File: config.mk
export PLATFORM = sky130hd
export DESIGN_NAME = pipeline_sequencer
export DESIGN_NICKNAME = d
export VERILOG_FILES = /design/src/rtl/pipeline_sequencer_pkg.sv /design/src/rtl/pipeline_sequencer_load_use.sv /design/src/rtl/pipeline_sequencer.sv
export SDC_FILE = /design/constraint.sdc
export NUM_CORES = 1
export LEC_CHECK = 0
export CELL_PAD_IN_SITES_DETAIL_PLACEMENT = 0
export CELL_PAD_IN_SITES_GLOBAL_PLACEMENT = 1
export CORE_ASPECT_RATIO = 0.6
export CORE_MARGIN = 2
export CORE_UTILIZATION = 25
export DETAILED_ROUTE_END_ITERATION = 6
export PLACE_DENSITY_LB_ADDON = 0.05
export SYNTH_ARGS = -nofsm -noshare
export SYNTH_HDL_FRONTEND = slang
export SYNTH_SLANG_ARGS = --single-unit
export TNS_END_PERCENT = 100
File: constraint.sdc
create_clock -name i_clk -period 3.69 [get_ports i_clk]
set_input_delay 0.5535 -clock i_clk [delete_from_list [all_inputs] [get_ports i_clk]]
set_output_delay 0.5535 -clock i_clk [all_outputs]
set_load 0.02 [all_outputs]
File: src/rtl/pipeline_sequencer_pkg.sv
// Shared definitions for the pipeline sequencer: register address width,
// drain counter width and the debug FSM state encodings.
package pipeline_sequencer_pkg;

    localparam int REG_ADDR_W  = 5;
    localparam int DRAIN_CNT_W = 4;

    localparam logic [2:0] ST_HALTED = 3'd0;
    localparam logic [2:0] ST_RUN    = 3'd1;
    localparam logic [2:0] ST_STEP   = 3'd2;
    localparam logic [2:0] ST_DRAIN  = 3'd3;
    localparam logic [2:0] ST_DONE   = 3'd4;

    typedef enum logic [2:0] {
        S_HALTED = ST_HALTED,
        S_RUN    = ST_RUN,
        S_STEP   = ST_STEP,
        S_DRAIN  = ST_DRAIN,
        S_DONE   = ST_DONE
    } seq_state_e;

endpackage

File: src/rtl/pipeline_sequencer_load_use.sv
// Load-use hazard compare: the ID instruction reads a register that a load
// in EX has not produced yet. Register 0 never creates a dependency.
module load_use_detect
    import pipeline_sequencer_pkg::*;
(
    input  logic [REG_ADDR_W-1:0] id_rs,
    input  logic [REG_ADDR_W-1:0] id_rt,
    input  logic                  id_uses_rs,
    input  logic                  id_uses_rt,
    input  logic                  ex_mem_read,
    input  logic [REG_ADDR_W-1:0] ex_rt,
    output logic                  haz
);

    logic rs_match;
    logic rt_match;

    assign rs_match = id_uses_rs && (id_rs == ex_rt);
    assign rt_match = id_uses_rt && (id_rt == ex_rt);
    assign haz      = ex_mem_read && (ex_rt != '0) && (rs_match || rt_match);

endmodule

File: src/rtl/pipeline_sequencer.sv
// Pipeline sequencer beside ID: hazard/redirect enables and flushes, the
// debug run/halt/step FSM, and the post-HALT drain of EX/MEM/WB.
module pipeline_sequencer
    import pipeline_sequencer_pkg::*;
#(
    parameter int DRAIN_CYCLES = 4,
    parameter int NB_STALL_CNT = 16
) (
    input  logic                    i_clk,
    input  logic                    i_rst,
    input  logic [REG_ADDR_W-1:0]   i_id_rs,
    input  logic [REG_ADDR_W-1:0]   i_id_rt,
    input  logic                    i_id_uses_rs,
    input  logic                    i_id_uses_rt,
    input  logic                    i_id_halt,
    input  logic                    i_ex_mem_read,
    input  logic [REG_ADDR_W-1:0]   i_ex_rt,
    input  logic                    i_pc_redirect,
    input  logic                    i_dbg_run,
    input  logic                    i_dbg_step,
    input  logic                    i_dbg_halt,
    output logic                    o_pc_en,
    output logic                    o_if_id_en,
    output logic                    o_if_id_flush,
    output logic                    o_id_ex_flush,
    output logic                    o_pipe_en,
    output logic                    o_halted,
    output logic                    o_step_done,
    output logic                    o_prog_done,
    output logic [NB_STALL_CNT-1:0] o_stall_cnt
);

    seq_state_e             state;
    seq_state_e             next_state;
    logic [DRAIN_CNT_W-1:0] drain_cnt;
    logic                   haz;
    logic                   load_drain;
    logic                   stall_inc;

    load_use_detect u_load_use (
        .id_rs       (i_id_rs),
        .id_rt       (i_id_rt),
        .id_uses_rs  (i_id_uses_rs),
        .id_uses_rt  (i_id_uses_rt),
        .ex_mem_read (i_ex_mem_read),
        .ex_rt       (i_ex_rt),
        .haz         (haz)
    );

    always_ff @(posedge i_clk or posedge i_rst) begin
        if (i_rst) begin
            state <= S_HALTED;
        end else begin
            state <= next_state;
        end
    end

    // Advance cycles (RUN/STEP) resolve redirect > HALT decode > load-use.
    always_comb begin
        next_state    = state;
        o_pc_en       = 1'b0;
        o_if_id_en    = 1'b0;
        o_if_id_flush = 1'b0;
        o_id_ex_flush = 1'b0;
        o_pipe_en     = 1'b0;
        load_drain    = 1'b0;
        stall_inc     = 1'b0;
        case (state)
            S_HALTED: begin
                if (!o_prog_done) begin
                    if (i_dbg_run) begin
                        next_state = S_RUN;
                    end else if (i_dbg_step) begin
                        next_state = S_STEP;
                    end
                end
            end
            S_RUN, S_STEP: begin
                o_pipe_en = 1'b1;
                if (i_pc_redirect) begin
                    o_pc_en       = 1'b1;
                    o_if_id_en    = 1'b1;
                    o_if_id_flush = 1'b1;
                    o_id_ex_flush = 1'b1;
                end else if (i_id_halt) begin
                    o_id_ex_flush = 1'b1;
                    load_drain    = 1'b1;
                end else if (haz) begin
                    o_id_ex_flush = 1'b1;
                    stall_inc     = 1'b1;
                end else begin
                    o_pc_en    = 1'b1;
                    o_if_id_en = 1'b1;
                end
                if (load_drain) begin
                    next_state = S_DRAIN;
                end else if (state == S_STEP || i_dbg_halt) begin
                    next_state = S_HALTED;
                end
            end
            S_DRAIN: begin
                o_pipe_en     = 1'b1;
                o_id_ex_flush = 1'b1;
                if (drain_cnt == '0) begin
                    next_state = S_DONE;
                end
            end
            S_DONE: begin
                next_state = S_DONE;
            end
            default: begin
                next_state = S_HALTED;
            end
        endcase
    end

    assign o_halted = (state == S_HALTED) || (state == S_DONE);

    always_ff @(posedge i_clk or posedge i_rst) begin
        if (i_rst) begin
            drain_cnt   <= '0;
            o_prog_done <= 1'b0;
            o_step_done <= 1'b0;
            o_stall_cnt <= '0;
        end else begin
            if (load_drain) begin
                drain_cnt <= DRAIN_CNT_W'(DRAIN_CYCLES - 1);
            end else if (state == S_DRAIN && drain_cnt != '0) begin
                drain_cnt <= drain_cnt - DRAIN_CNT_W'(1);
            end
            if (state == S_DRAIN && drain_cnt == '0) begin
                o_prog_done <= 1'b1;
            end
            o_step_done <= (state == S_STEP) && (next_state == S_HALTED);
            if (stall_inc && !(&o_stall_cnt)) begin
                o_stall_cnt <= o_stall_cnt + NB_STALL_CNT'(1);
            end
        end
    end

endmodule

* Yosys cells after proc, flatten, opt, wreduce, memory -nomap -nowiden *
Cells that the tools add are included.

word-level totals
  register bits after elaboration = 25
  input bits = 25
  output and inout port bits = 24

operators by class
  add/sub/neg operators = 2
  equal/unequal tests = 6
  multiplexer cells = 27
  reductions and logical operators = 21

operator list
  operator                                                             number
  3-bit two-way mux                                                    6
  1-bit two-way mux                                                    17
  16-bit by 1-bit adder with 16-bit output (second input constant)     1
  16-bit AND reduction                                                 1
  3-bit one-hot mux with 4 select lines                                1
  5-bit == test                                                        2
  1-bit logical AND                                                    8
  4-bit two-way mux                                                    2
  3-bit by 2-bit == test with 1-bit output (second input constant)     2
  3-bit zero test                                                      2
  5-bit nonzero test                                                   1
  4-bit zero test                                                      1
  4-bit nonzero test                                                   1
  4-bit by 1-bit subtractor with 4-bit output (second input constant)  1
  3-bit by 1-bit == test with 1-bit output (second input constant)     1
  3-bit == test (second input constant)                                1
  1-bit logical OR                                                     3
  3-bit OR reduction                                                   1
  1-bit one-hot mux with 2 select lines                                1
  2-bit nonzero test                                                   1
  2-bit OR reduction                                                   1
  1-bit zero test                                                      1

* Logic depth before layout (Yosys ltp) *
Gate-level depths: netlist of the first run.

  depth after elaboration = 9
  mapped depth = 7

* By module *
Synthesis of the first run repeated with hierarchy kept, for this count alone.

second synthesis, totals
  cells, all modules = 148
  area total of the unflattened synthesis = 1,507.7 µm²

by module, submodules not included
  module              instances  cells each  area each (µm²)  sequential area each (µm²)
  pipeline_sequencer  1          131         1,373.8          625.6
  load_use_detect     1          17          133.9            0.0

* Least setup slack after synthesis of the first run *
Ideal clock, no wire load.

  kind = input to output
  start = input port i_ex_rt[1]
  end = output port o_pc_en
  arrival time = 1,849 ps
  data required time = 3,137 ps
  setup slack = 1,288 ps
  stages on the path = 5
  path buffers = 1
  cells stage by stage = or4_1 -> o21a_1 -> a21oi_1 -> o21a_1 -> buf_4

on the way
  cells in the longest elaborated chain, start to end = 8

ends and longest elaborated chain
  item                                         line                                                                  source
  start: declaration                           pipeline_sequencer.sv:17                                              input logic [REG_ADDR_W-1:0] i_ex_rt,
  5-bit == test, on equally long branches      pipeline_sequencer_load_use.sv:18, pipeline_sequencer_load_use.sv:19
  1-bit logical AND, on equally long branches  pipeline_sequencer_load_use.sv:18, pipeline_sequencer_load_use.sv:19
  1-bit logical OR                             pipeline_sequencer_load_use.sv:20                                     assign haz = ex_mem_read && (ex_rt != '0) && (rs_match || rt_match);
  1-bit logical AND *                          pipeline_sequencer_load_use.sv:20
  1-bit two-way mux * (4 in a row)             --
  end: declaration                             pipeline_sequencer.sv:22                                              output logic o_pc_en,

Mark *: on every way between the ends. The rest lies on a longest branch, timed or not.

* Final worst setup path of the first run *
  start = input port i_ex_rt[1]
  end = output port o_pc_en

on the way
  cells in the longest elaborated chain, start to end = 8

ends and longest elaborated chain
  item                                         line                                                                  source
  5-bit == test, on equally long branches      pipeline_sequencer_load_use.sv:18, pipeline_sequencer_load_use.sv:19
  1-bit logical AND, on equally long branches  pipeline_sequencer_load_use.sv:18, pipeline_sequencer_load_use.sv:19
  1-bit logical OR                             pipeline_sequencer_load_use.sv:20
  1-bit logical AND *                          pipeline_sequencer_load_use.sv:20
  1-bit two-way mux *                          pipeline_sequencer.sv:88                                              end else if (haz) begin
  1-bit two-way mux *                          pipeline_sequencer.sv:85                                              end else if (i_id_halt) begin
  1-bit two-way mux *                          pipeline_sequencer.sv:80                                              if (i_pc_redirect) begin
  1-bit two-way mux *                          pipeline_sequencer.sv:68                                              case (state)

Marks and branches as above.

==> results of run 1 <==
==> through the flow <==
step	total power, mW	area, sq um	utilization [%]	setup WS, ns
finish	0.909	2030	36.6	0.421
global route	0.975	2030	36.6	0.301
CTS	0.922	2030	36.6	0.417
detailed placement	0.757	1980	35.8	0.423
global placement	0.754	1980	35.8	0.423
floorplan	0.592	1440	-	1.29
==> worst reg2reg max path, cell delays in order (launching register included) <==
cell and delay, ns:
dfrtp_1 0.42, ha_1 0.23, nand2_1 0.23, or4_4 0.63
nand4b_4 0.27, mux2_4 0.33
==> worst paths after layout <==
kind	startpoint	end	slack [ns]	cells after the start
max	i_ex_rt[1]	o_pc_en	0.42	6
min	o_stall_cnt[15]	o_stall_cnt[15]	0.50	1
max reg2reg	o_stall_cnt[1]	o_stall_cnt[1]	1.47	5
min reg2reg	o_stall_cnt[15]	o_stall_cnt[15]	0.50	1
max in group asynchronous	i_rst	o_stall_cnt[14]	2.28	2
min in group asynchronous	i_rst	o_stall_cnt[0]	0.80	2
==> power breakdown <==
| part | internal [mW] | switching, mW | total, mW |
|---|---|---|---|
| combinational | 0.192 | 0.193 | 0.385 |
| clock | 0.0755 | 0.0875 | 0.163 |
| sequential | 0.316 | 0.0447 | 0.361 |
==> final cells by class <==
type	count	area [sq um]	share of cell area (%)
clock buffer	3	41.3	2.03
clock inverter	1	5.00	0.246
inverter	7	26.3	1.29
multi-input combinational	106	752	37.0
sequential	25	626	30.8
tap	80	100	4.93
timing repair buffer	48	480	23.7
==> cells in the final DEF (no fill, tap or decap), drive strengths merged, types with 3 or more instances in the layout <==
cell type       n
xor2           13
xnor2          16
nand2          19
nor2           11
clkdlybuf4s50  48
dfrtp          25
inv             7
nor4            4
nand3           6
nor3           10
clkbuf          3
==> registers in the layout, summed over array words and instances (netlist names) <==
| register | cells |
|---|---|
| state | 3 |
| o_stall_cnt | 16 |
| o_prog_done | 1 |
| o_step_done | 1 |
| drain_cnt | 4 |
==> metal layers <==
layer  vias to the layer above  part of all wire (%)  global-route usage (%)
met1                       543                    53                    17.4
li1                        580                     -                       -
met5                         -                     0                       0
met4                         0                  0.68                    2.00
met2                        30                    41                    16.4
met3                         4                   5.4                    3.24
==> kinds of logic (layout without fill, tap and decap cells) <==
logic type | Yosys count | after routing | synth area share, %
XOR/XNOR | 29 | 29 | 17.7
multiplexers | 1 | 1 | 1.05
AO/OA/AOI/OAI | 9 | 9 | 4.62
buffers and inverters | 10 | 59 | 4.01
AND/OR/NAND/NOR | 65 | 65 | 27.3
adder cells (fa/ha/maj) | 2 | 2 | 1.74
flip-flops | 25 | 25 | 43.6
==> metrics.txt, run 1 <==
YS warnings 0; Iter 0 DRT Violations 52; syn_nets about 170; Placer Congestion 0.734; Post-synth EDFFs 0; vias in the first global route roughly 1.2k; Worst-path clk slew approximately 0.080 ns; starting density of the core between 20% and 30%; cts hold-fix bufs 0; clk sinks 25; worst vdd ir roughly 250 uV; Critical Path Sink Type output pin; pin count of the biggest net entering global routing 26; clock root cell clkbuf_8; Static Leak 0.865 nW; CP arrival 2.72 ns; fmax 0.306 GHz; Die Ht 62.7 um; Layout Skew approximately 0.0095 ns; Die X-Extent 102 um; drt wl/cell 12.5 um; mapped cell area around 1400 sq um; Detailed Place HPWL 2.66 mm; # fillers around 580; ANT cells 0; Seq cells post-synth 25; area fraction of the dominant cell type after synthesis about 44%; most common cell in the netlist dfrtp_1; placed cells roughly 270; Worst-Margin Slew between 0.9 and 1 ns; synth cell count leaders dfrtp_1, nand2_1, xnor2_1; RSZ-0062 raised after global routing no; Mapped Cells 141; Yosys top cell by area dfrtp_1; vias per cell 4.29; GRT Resource Usage Total around 11%; top_reg_cell synth dfrtp_1; CTS buffer count 3; Max Cap Viol 0; Tcrit/Tclk final between 80% and 90%; io pins 49; post-route insts no fill 270; Synth-to-Final Area Change 41.5%; via count roughly 1.2k; number of nets in the layout 218; biggest cell delay along the critical path about 0.6 ns; async set or reset register ratio after synthesis 100%; syn_area_per_cell just over 10 sq um; Final min period roughly 3.3 ns; cell row count 21; Worst path top cell family by delay buffers and inverters; final global-route overflow total 0; CTS tree done; maximum fanout along the worst path 3; setup TNS 0 ns; H-tree Lvls 1; initial antenna violation count 0; Die Footprint between 6000 and 7000 sq um; CTS resizes 0; crit-path cells clkdlybuf4s50_1, or4_1, o21a_1, a21oi_1, o21a_1, clkdlybuf4s50_1; core footprint about 5500 sq um; final setup vio count 0; largest cells by area after synthesis dfrtp_1, xnor2_1, xor2_1; drt pass-1 iters 4; DRC violations left 0; Max clock buf depth 2; pwr dens roughly 450 nW/um^2; worst path bufs/invs 2; total wire length 3.37 mm; Slew Limit Fails 0; first-pass GRT wire length between 5 and 6 mm; status complete, no violations; Data required, critical path approximately 3.1 ns; slowest stage cell, crit path clkdlybuf4s50_1; Worst Hold Class flip-flop to flip-flop; crit path launch type primary input; # port buffers 48; Slew Limit Headroom a little over a third; Hold Vio Cnt, Final 0; Synth cell types 35; Crit Path Class primary input to output pin; post-CTS setup buffers 0; layout cells sized above 1 8.42%; Hold WS 0.501 ns; clk_lat worst skew around 0.27 ns; register area share after synthesis 43.6%; ANT nets after route 0
No activity file was read; power rests on OpenSTA's default activity.
==> run 2: changes to the inputs <==
GPL_ROUTABILITY_DRIVEN = 0   (was unset)
==> results of run 2 <==
The final DEF is identical to that of run 1; final timing and power are the same.
==> run 3: changes to the inputs <==
CTS_CLUSTER_SIZE = 28   (was unset)
GPL_TIMING_DRIVEN = 0   (was unset)
clock period = 3.6 ns   (was 3.69 ns; I/O delays follow)
==> run 3 against run 2 <==
Effect of this change: first-iteration DRC count is 23% lower; critical path depth is 1 higher; combinational power up 8.1%; global-route usage rose by 0.070 points; critical path type unchanged; critical endpoint unchanged.
==> metrics.txt, run 3 (synthesis gave the netlist of run 1 again) <==
status complete, no violations; post-CTS setup buffers 0; fmax around 0.30 GHz; clk_lat worst skew ~0.27 ns; Die X-Extent ~100 um; CTS tree done; Synth-to-Final Area Change 43.7%; reg2reg end o_stall_cnt[1]; pin count of the biggest net entering global routing 26; WHS Path Cells 1; Tcrit/Tclk final between 90% and 100%; Critical Path Sink Type output pin; worst vdd ir around 220 uV; CTS resizes 0; setup ws final roughly 0.24 ns; R2R depth 6; via count between 1k and 1.5k; reg2reg start o_stall_cnt[0]; cts hold-fix bufs 0; Layout Skew approximately 0.0017 ns; # port buffers between 40 and 50; final global-route overflow total 0; leading cell types in the layout, fill and taps excluded clkdlybuf4s50_1, dfrtp_1, nand2_1, xnor2_1, xor2_1; crit path launch type primary input; vias in the first global route 1152; Largest register FFs 16; io pins 49; Max clock buf depth 2; Final min period around 3.4 ns; setup TNS 0 ns; clock root cell clkbuf_8; Hold Vio Cnt, Final 0; ANT nets after route 0; # fillers between 500 and 600; hold endpoint o_stall_cnt[15]; Detailed Place HPWL ~2.7 mm; GRT Resource Usage Total a little under an eighth; maximum fanout along the worst path 3; pwr dens roughly 460 nW/um^2; Worst path top cell family by delay buffers and inverters; placed cells roughly 270; crit-path cells clkdlybuf4s50_1, or4_1, o21a_1, a21oi_1, o21a_1, buf_4, clkdlybuf4s50_1; DRC violations left 0; R2R setup slack 1.40 ns; leading registers by flop count o_stall_cnt x16, drain_cnt x4, state x3; Static Leak approximately 0.88 nW; Die Ht between 60 and 70 um; ANT cells 0; area of the multi-input gates between 700 and 800 sq um; slowest stage cell, crit path clkdlybuf4s50_1; clk sinks 25; Reg area 626 sq um; vias per cell roughly 4.2; pre-CTS WS about 0.25 ns; Slew Limit Headroom ~35%; biggest cell delay along the critical path approximately 0.6 ns; initial antenna violation count 0; drt wl/cell approximately 13 um; layout cells sized above 1 9.33%; Most flops, register o_stall_cnt; Data required, critical path between 3 and 4 ns; CP arrival 2.82 ns; Slew Limit Fails 0; Worst-path clk slew about 0.090 ns; Die Footprint between 6000 and 7000 sq um; Hold Crit Start o_stall_cnt[15]; number of nets in the layout around 220; cell row count 21; commonest non-fill, non-tap cell in the layout clkdlybuf4s50_1; drt pass-1 iters 3; starting density of the core 25.9%; H-tree Lvls 1; Worst Hold Class flip-flop to flip-flop; final setup vio count 0; worst path bufs/invs 3; total wire length about 3.4 mm; post-route insts no fill ~270; Worst-Margin Slew just under 1 ns; Iter 0 DRT Violations 40; CTS buffer count 3; core footprint ~5500 sq um; Max Cap Viol 0; RSZ-0062 raised after global routing no; first-pass GRT wire length about 5.8 mm; Crit Path Class primary input to output pin
## run 3: changes by cell type in the layout (fill, tap and decap cells not counted)
| cell | before | now |
|---|---|---|
| buf_4 | 0 | 1 |
| buf_12 | 0 | 1 |
| clkbuf_1 | 0 | 1 |
## run 3: through the flow
| stage | power (mW) | hold slack [ns] | area (sq um) | utilization (%) |
|---|---|---|---|---|
| after floorplan | 0.607 | 0.506 | 1440 | - |
| after global placement | 0.783 | 0.487 | 2020 | 36.4 |
| after detailed placement | 0.791 | 0.494 | 2020 | 36.4 |
| after CTS | 0.965 | 0.507 | 2060 | 37.2 |
| after global routing | 1.02 | 0.521 | 2060 | 37.2 |
| final | 0.953 | 0.499 | 2060 | 37.2 |
## run 3: worst max-delay path by stage
stage / to / depth (start not counted) / start
finish: o_pc_en / 7 / i_ex_rt[2]
global route: o_pc_en / 7 / i_ex_rt[1]
CTS: o_pc_en / 7 / i_ex_rt[1]
detailed placement: o_pc_en / 7 / i_ex_rt[1]
global placement: o_pc_en / 7 / i_ex_rt[1]
floorplan: o_pc_en / 5 / i_ex_rt[1]
## run 3: layout make-up
| cell class | instances | share of cell area (%) |
|---|---|---|
| clock inverters | 1 | 0.243 |
| inverters | 7 | 1.27 |
| plain buffers | 3 | 1.52 |
| clock buffers | 3 | 2.00 |
| multi-input cells | 106 | 36.5 |
| well taps | 80 | 4.85 |
| repair buffers | 48 | 23.3 |
| flip-flops and latches | 25 | 30.3 |
## run 3: power by group
| part | switching (mW) | internal (mW) |
|---|---|---|
| Clock | 0.0918 | 0.0775 |
| Sequential | 0.0431 | 0.324 |
| Combinational | 0.209 | 0.207 |
## run 3: layer usage
metal  up-vias  global-route usage [%]  share of wire, %
li1        585                       -                 -
met1       541                    17.4                54
met2        25                    16.0                40
met3         4                    3.80               5.2
met4         0                    2.50              0.78
met5         -                       0                 0
